==> src/rtl/pc_redirect_unit.sv <==
// pc_redirect_unit
//   Next-PC generator for the fetch stage. It holds the PC register and forms
//   the PC+4, pseudo-direct jump, PC-relative branch and register-jump targets.
//   It also provides a stall hold, a one-entry pending-redirect buffer and a
//   circular return-address stack (RAS).
// Ports
//   Clk, Reset      rising-edge clock, asynchronous active-high reset
//   Stall           hold the PC this cycle; a redirect is buffered instead
//   Jump/JumpImm    pseudo-direct jump request and its word index
//   Branch/Offset   taken-branch request and its signed word offset (from PC+4)
//   JumpReg/Target  register-jump request and its target
//   Link/Return     push PC+4 onto the RAS / take the target from the RAS top
//   PC, PCPlus4     current PC (registered) and PC+4 (combinational)
//   JumpAddress     {PCPlus4 upper bits, JumpImm, 2'b00}
//   RasEmpty/Full   RAS occupancy flags
//   RasUnderflow    registered one-cycle pulse: Return requested on an empty RAS
//   Pending         a redirect is buffered while stalled
module pc_redirect_unit #(
  parameter int                ADDR_W    = 32,
  parameter int                IMM_W     = 26,
  parameter logic [ADDR_W-1:0] RESET_PC  = '0,
  parameter int                RAS_DEPTH = 4
) (
  input  logic              Clk,
  input  logic              Reset,
  input  logic              Stall,
  input  logic              Jump,
  input  logic [IMM_W-1:0]  JumpImm,
  input  logic              Branch,
  input  logic [15:0]       BranchOffset,
  input  logic              JumpReg,
  input  logic [ADDR_W-1:0] RegTarget,
  input  logic              Link,
  input  logic              Return,
  output logic [ADDR_W-1:0] PC,
  output logic [ADDR_W-1:0] PCPlus4,
  output logic [ADDR_W-1:0] JumpAddress,
  output logic              RasEmpty,
  output logic              RasFull,
  output logic              RasUnderflow,
  output logic              Pending
);

  localparam int PTR_W = $clog2(RAS_DEPTH);
  localparam int CNT_W = $clog2(RAS_DEPTH + 1);

  logic [ADDR_W-1:0] pc_q, pc_d;
  logic [ADDR_W-1:0] pend_tgt_q, pend_tgt_d;
  logic              pend_q, pend_d;
  logic              unf_q, unf_d;
  logic [PTR_W-1:0]  ptr_q, ptr_d, top_idx, wr_idx;
  logic [CNT_W-1:0]  cnt_q, cnt_d;
  logic [ADDR_W-1:0] ras_q [RAS_DEPTH];

  logic [ADDR_W-1:0] pc_plus4, jump_addr, branch_tgt, offset_ext, ras_top, redir_tgt;
  logic              ras_empty, ras_full, do_push, do_pop, ret_req, redirect, wr_en;

  assign pc_plus4   = pc_q + ADDR_W'(4);
  assign offset_ext = {{(ADDR_W-16){BranchOffset[15]}}, BranchOffset};
  assign branch_tgt = pc_plus4 + (offset_ext << 2);

  generate
    if (ADDR_W > IMM_W + 2) begin : g_ja_upper
      assign jump_addr = {pc_plus4[ADDR_W-1:IMM_W+2], JumpImm, 2'b00};
    end else begin : g_ja_full
      assign jump_addr = {JumpImm, 2'b00};
    end
  endgenerate

  assign ras_empty = (cnt_q == '0);
  assign ras_full  = (cnt_q == CNT_W'(RAS_DEPTH));
  // ptr_q points at the next free slot, so the top lives one below it.
  assign top_idx   = ptr_q - PTR_W'(1);
  assign ras_top   = ras_q[top_idx];

  // RAS bookkeeping; acts in the request cycle even when stalled.
  always_comb begin
    do_push = Link & (Jump | JumpReg);
    ret_req = JumpReg & Return;
    do_pop  = ret_req & ~ras_empty;
    unf_d   = ret_req & ras_empty;
    ptr_d   = ptr_q;
    cnt_d   = cnt_q;
    wr_en   = do_push;
    wr_idx  = ptr_q;
    if (do_push && do_pop) begin
      // Old top is read as the target, then replaced by the new return address.
      wr_idx = top_idx;
    end else if (do_push) begin
      ptr_d = ptr_q + PTR_W'(1);
      if (!ras_full) cnt_d = cnt_q + CNT_W'(1);
    end else if (do_pop) begin
      ptr_d = top_idx;
      cnt_d = cnt_q - CNT_W'(1);
    end
  end

  // Target select and stall/pending handling.
  always_comb begin
    redirect   = JumpReg | Jump | Branch;
    if (JumpReg)   redir_tgt = do_pop ? ras_top : RegTarget;
    else if (Jump) redir_tgt = jump_addr;
    else           redir_tgt = branch_tgt;
    pc_d       = pc_q;
    pend_d     = pend_q;
    pend_tgt_d = pend_tgt_q;
    if (!Stall) begin
      pend_d = 1'b0;
      if (redirect)    pc_d = redir_tgt;
      else if (pend_q) pc_d = pend_tgt_q;
      else             pc_d = pc_plus4;
    end else if (redirect) begin
      pend_d     = 1'b1;
      pend_tgt_d = redir_tgt;
    end
  end

  always_ff @(posedge Clk or posedge Reset) begin
    if (Reset) begin
      pc_q       <= RESET_PC;
      pend_q     <= 1'b0;
      pend_tgt_q <= '0;
      unf_q      <= 1'b0;
      ptr_q      <= '0;
      cnt_q      <= '0;
    end else begin
      pc_q       <= pc_d;
      pend_q     <= pend_d;
      pend_tgt_q <= pend_tgt_d;
      unf_q      <= unf_d;
      ptr_q      <= ptr_d;
      cnt_q      <= cnt_d;
    end
  end

  always_ff @(posedge Clk or posedge Reset) begin
    if (Reset) begin
      for (int i = 0; i < RAS_DEPTH; i++) ras_q[i] <= '0;
    end else if (wr_en) begin
      ras_q[wr_idx] <= pc_plus4;
    end
  end

  assign PC           = pc_q;
  assign PCPlus4      = pc_plus4;
  assign JumpAddress  = jump_addr;
  assign RasEmpty     = ras_empty;
  assign RasFull      = ras_full;
  assign RasUnderflow = unf_q;
  assign Pending      = pend_q;

endmodule

==> config.mk <==
export PLATFORM = sky130hd
export DESIGN_NAME = pc_redirect_unit
export DESIGN_NICKNAME = d
export VERILOG_FILES = /design/src/rtl/pc_redirect_unit.sv
export SDC_FILE = /design/constraint.sdc
export NUM_CORES = 1
export LEC_CHECK = 0
export CORE_MARGIN = 1.5
export CORE_UTILIZATION = 40
export CTS_BUF_LIST = sky130_fd_sc_hd__clkbuf_16
export CTS_CLUSTER_SIZE = 16
export DETAILED_ROUTE_END_ITERATION = 12
export HOLD_SLACK_MARGIN = 0.1
export SETUP_SLACK_MARGIN = 0.05
export SLEW_MARGIN = 20
export SYNTH_ARGS = -nofsm -noshare
export SYNTH_HDL_FRONTEND = slang
export SYNTH_SLANG_ARGS = --single-unit
==> constraint.sdc <==
create_clock -name Clk -period 13.9 [get_ports Clk]
set_input_delay 2.78 -clock Clk [delete_from_list [all_inputs] [get_ports Clk]]
set_output_delay 2.78 -clock Clk [all_outputs]
set_load 0.01 [all_outputs]
# [Yosys cells after proc, flatten, opt, wreduce, memory -nomap -nowiden]
# Cells that the tools add are included.
[word_totals] ff_bits=199 in_bits=82 output_inout_bits=100 word_cells=58
[classes] addsub=6 order_cmp=3 eq_ne=3 muxes=19 bitwise=10 n_reduce_logical=7
[op_table] operator="$mux W32" count=8
[op_table] operator="$bwmux W128" count=1
[op_table] operator="$bmux W32 S2" count=1
[op_table] operator="$demux W32 S2" count=1
[op_table] operator="$add A32 B3 Y32 const B" count=1
[op_table] operator="$add A32 B32 Y32" count=1
[op_table] operator="$mux W3" count=3
[op_table] operator="$ge A3 B3 Y1 const B" count=2
[op_table] operator="$mux W2" count=3
[op_table] operator="$not A2 Y3" count=2
[op_table] operator="$and A1 B1 Y1" count=4
[op_table] operator="$reduce_and A2 Y1" count=2
[op_table] operator="$add A3 B1 Y3 const B" count=1
[op_table] operator="$eq A3 B3 Y1 const B" count=1
[op_table] operator="$logic_not A3 Y1" count=1
[op_table] operator="$lt A3 B1 Y1 const B" count=1
[op_table] operator="$reduce_and A3 Y1" count=1
[op_table] operator="$sub A3 B1 Y3 const B" count=1
[op_table] operator="$add A2 B1 Y2 const B" count=1
[op_table] operator="$logic_and A1 B1 Y1" count=2
[op_table] operator="$mux W1" count=2
[op_table] operator="$ne A2 B1 Y1 const B" count=1
[op_table] operator="$ne A2 B2 Y1 const B" count=1
[op_table] operator="$not A1 Y1" count=2
[op_table] operator="other kinds (3)" count=4

# [Longest topological paths before layout]
[depth] word_depth=11 ltp_mapped=17 ltp_nobuf=17

# [Worst setup path before layout]
# OpenSTA, ideal clock, no wires.
[synth_path] kind="input to output" start="input port JumpImm[8]" end="output port JumpAddress[10]" arrival_ps=2899 required_ps=11120 setup_slack_ps=8221 path_stages=1 n_path_buf=1 path_cell_list="buf_4"
[synth_lines] element="start: declaration" line_no="28" rtl="input logic [IMM_W-1:0] JumpImm,"
[synth_lines] element="end: declaration" line_no="37" rtl="output logic [ADDR_W-1:0] JumpAddress,"
# No word-level cell between the ends.

# [Final worst setup path]
[layout_path] start="input port JumpImm[16]" end="output port JumpAddress[18]"
# No word-level cell between the ends.

==> results.json <==
{
  "crit_slowest_cell": "clkdlybuf4s50_1",
  "hold_ws_ns": 0.4691,
  "dp_hpwl_um": 27230,
  "grt_pass1_wl_um": 58530,
  "worstHoldPathType": "reg -> reg",
  "stdcell_area_um2": 14540,
  "ys.flop_type": "dfrtp_1",
  "globalRouteOverflowTotal": 0,
  "rr_startpoint": "PC[2]",
  "cts_max_path_buffers": 2,
  "ios": 182,
  "grt_pass1_vias": 9867,
  "nets": 1508,
  "htree_levels": 4,
  "hold_viol_final": 0,
  "synthTopCellsByArea": "dfrtp_1, mux4_2, a21oi_1",
  "rsz0062_at_grt": "no",
  "port_buffers": 179,
  "dieHeight_um": 176.5,
  "synth_edf_count": 0,
  "cp_max_fo": 2,
  "clock-sinks": 199,
  "yosys.area.top_type": "dfrtp_1",
  "vias": 10200,
  "finalCritPeriodShare_pct": 48.73,
  "worst-path-buf-inv": 2,
  "dp.cells": 1757,
  "die_w_um": 176.5,
  "power_density_nw_per_um2": 202.6,
  "finalWirelength_um": 38160,
  "first_pass_iters": 5,
  "post-route-min-period_ns": 6.773,
  "drc": 0,
  "r2r_slack_ns": 8.74,
  "power.leakage_nw": 5.991,
  "cts_resized": 0,
  "routedWlPerCell_um": 21.32,
  "r2r_end": "pend_tgt_q[29]",
  "post_cts_buffers": 0,
  "tritoncts": "done",
  "synth.distinct_cells": 79,
  "outcome": "finished clean",
  "slew-limit-headroom_pct": 23.53,
  "path_class": "in -> out",
  "grtUsageTotal_pct": 24.91,
  "finalMaxSlewViolations": 0,
  "clock.fmax_mhz": 147.6,
  "worst_path_most_repeated_cell": "clkdlybuf4s50_1",
  "cts_hold_buf": 0,
  "synth_common_cells": "dfrtp_1, nand2_1, nor2_1, a21oi_1, o21ai_0",
  "final_cells": 1790,
  "syn_inst": 1279,
  "cp.required_ns": 11.12,
  "drive_above_1_share_pct": 9.578,
  "design.die.area_um2": 31160,
  "grt_max_degree": 130,
  "timing.critical_path.cells": "clkdlybuf4s50_1, clkdlybuf4s50_1",
  "syn-cell-area_um2": 12050,
  "end_kind": "output port",
  "min_to": "pend_tgt_q[17]",
  "yosys_warnings": 0,
  "cpLargestDelayFamily": "buffers and inverters",
  "clk_pin_slew_ns": 0.07,
  "async_reset_ff_share_pct": 100.0,
  "drtIter0Drc": 717,
  "synth_seq_area_share_pct": 41.34,
  "postPlaceCellArea_um2": 13900,
  "antenna_left": 0,
  "r2r_cells": 16,
  "vias_per_cell": 5.696,
  "pre_cts_slack_ns": 7.133,
  "synth.most_common_cell": "dfrtp_1",
  "hold_depth": 2,
  "synth_top_area_share_pct": 41.34,
  "antenna_found_initial": 1,
  "ir_drop_v": 0.00009170,
  "critPathMaxStageDelay_ns": 0.63,
  "maxCapViolCount": 0,
  "arrival_ns": 3.99,
  "setup_viol": 0,
  "ys_seq_elements": 199,
  "min_from": "pend_tgt_q[17]",
  "start_kind": "input pin",
  "rows": 63,
  "cts_buffers": 17,
  "cts_root_buffer": "clkbuf_16",
  "fin_ws_ns": 7.127,
  "place.gp.congestion": 0.8757,
  "setup_tns_ns": 0,
  "skew_ns": 0.02003,
  "area_delta_synth_final_pct": 20.74,
  "worst_pin_slew_ns": 1.143,
  "core_um2": 29640,
  "insertion_delay_ns": 0.45,
  "start_util_pct": 40.64,
  "avgSynthCellArea_um2": 9.418
}
worst min-delay path: stages, from the launching register on:
cell and delay [ns]:
dfrtp_1 0.34, nand2_1 0.05, nand2_1 0.05
power breakdown:
group	internal, mW	switching [mW]	leakage [nW]
registers	0.826	0.182	2.33
clock network	0.267	0.267	0.306
logic	0.644	0.762	3.35
metal layers:
metal,global-route usage [%],part of all wire [%],up-vias
met2,39.49,47,354
met5,0,0,-
met4,6.956,1.5,0
met1,35.33,45,5038
li1,-,-,4768
met3,3.811,6.3,35
area by class of cell:
| class | instances | area, um2 |
|---|---|---|
| Antenna cell | 1 | 2.502 |
| Clock buffer | 17 | 425.4 |
| Clock inverter | 15 | 214.0 |
| Fill cell | 2817 | 15090 |
| Inverter | 45 | 181.4 |
| Multi-Input combinational cell | 927 | 6331 |
| Sequential cell | 199 | 4982 |
| Tap cell | 390 | 488.0 |
| Timing Repair Buffer | 196 | 1919 |
state kept, by name, indices dropped and copies added (netlist names):
signal,cells
ras_q,128
ptr_q,2
pend_tgt_q,32
cnt_q,3
PC,32
Pending,1
RasUnderflow,1
through the flow:
stage	power, mW	utilization, %
finish	2.947	49.07
global route	3.143	49.07
CTS	2.954	49.06
detailed placement	2.416	46.91
global placement	2.390	46.91
floorplan	1.928	-
cells in the final DEF, fill, tap and decap left out, drive strengths merged, types with 4 or more instances in the layout:
master and instances:
a221oi 20, a21o 11, a31oi 11, clkbuf 17
o211ai 28, mux4 32, o21ai 96, nand3 28
and3 10, dfrtp 199, nand2 136, nor4 6
mux2 17, nand4 11, nand2b 14, a211oi 8
a22oi 8, and2 6, a22o 20, clkinv 6
ha 38, nor3b 5, or3 5, buf 17
mux2i 21, xnor2 30, o21bai 8, inv 52
nor2 137, xor2 22, nor2b 4, a21oi 133
clkdlybuf4s50 179, o21a 13, and4 4, nor3 8
kinds of logic (layout without fill, tap and decap cells):
kind of cell	Yosys count	after routing	share of synthesized area [%]
compound gates	378	378	19.89
xor+xnor	52	52	3.906
flops	199	199	41.34
mux	70	70	9.369
buf+inv	154	273	6.430
fa+ha+maj	40	40	4.280
other cells	1	3	0.03113
simple gates	385	385	14.75
worst max-delay path by stage:
stage / startpoint / to / slack, ns / cells after the start
after floorplan: Reset / PC[0] / 5.69 / 1
after global placement: JumpImm[16] / JumpAddress[18] / 7.11 / 2
after detailed placement: JumpImm[16] / JumpAddress[18] / 7.13 / 2
after CTS: JumpImm[16] / JumpAddress[18] / 7.13 / 2
after global routing: JumpImm[16] / JumpAddress[18] / 7.14 / 2
final: JumpImm[16] / JumpAddress[18] / 7.13 / 2
Power figures use the tool's default switching activity.
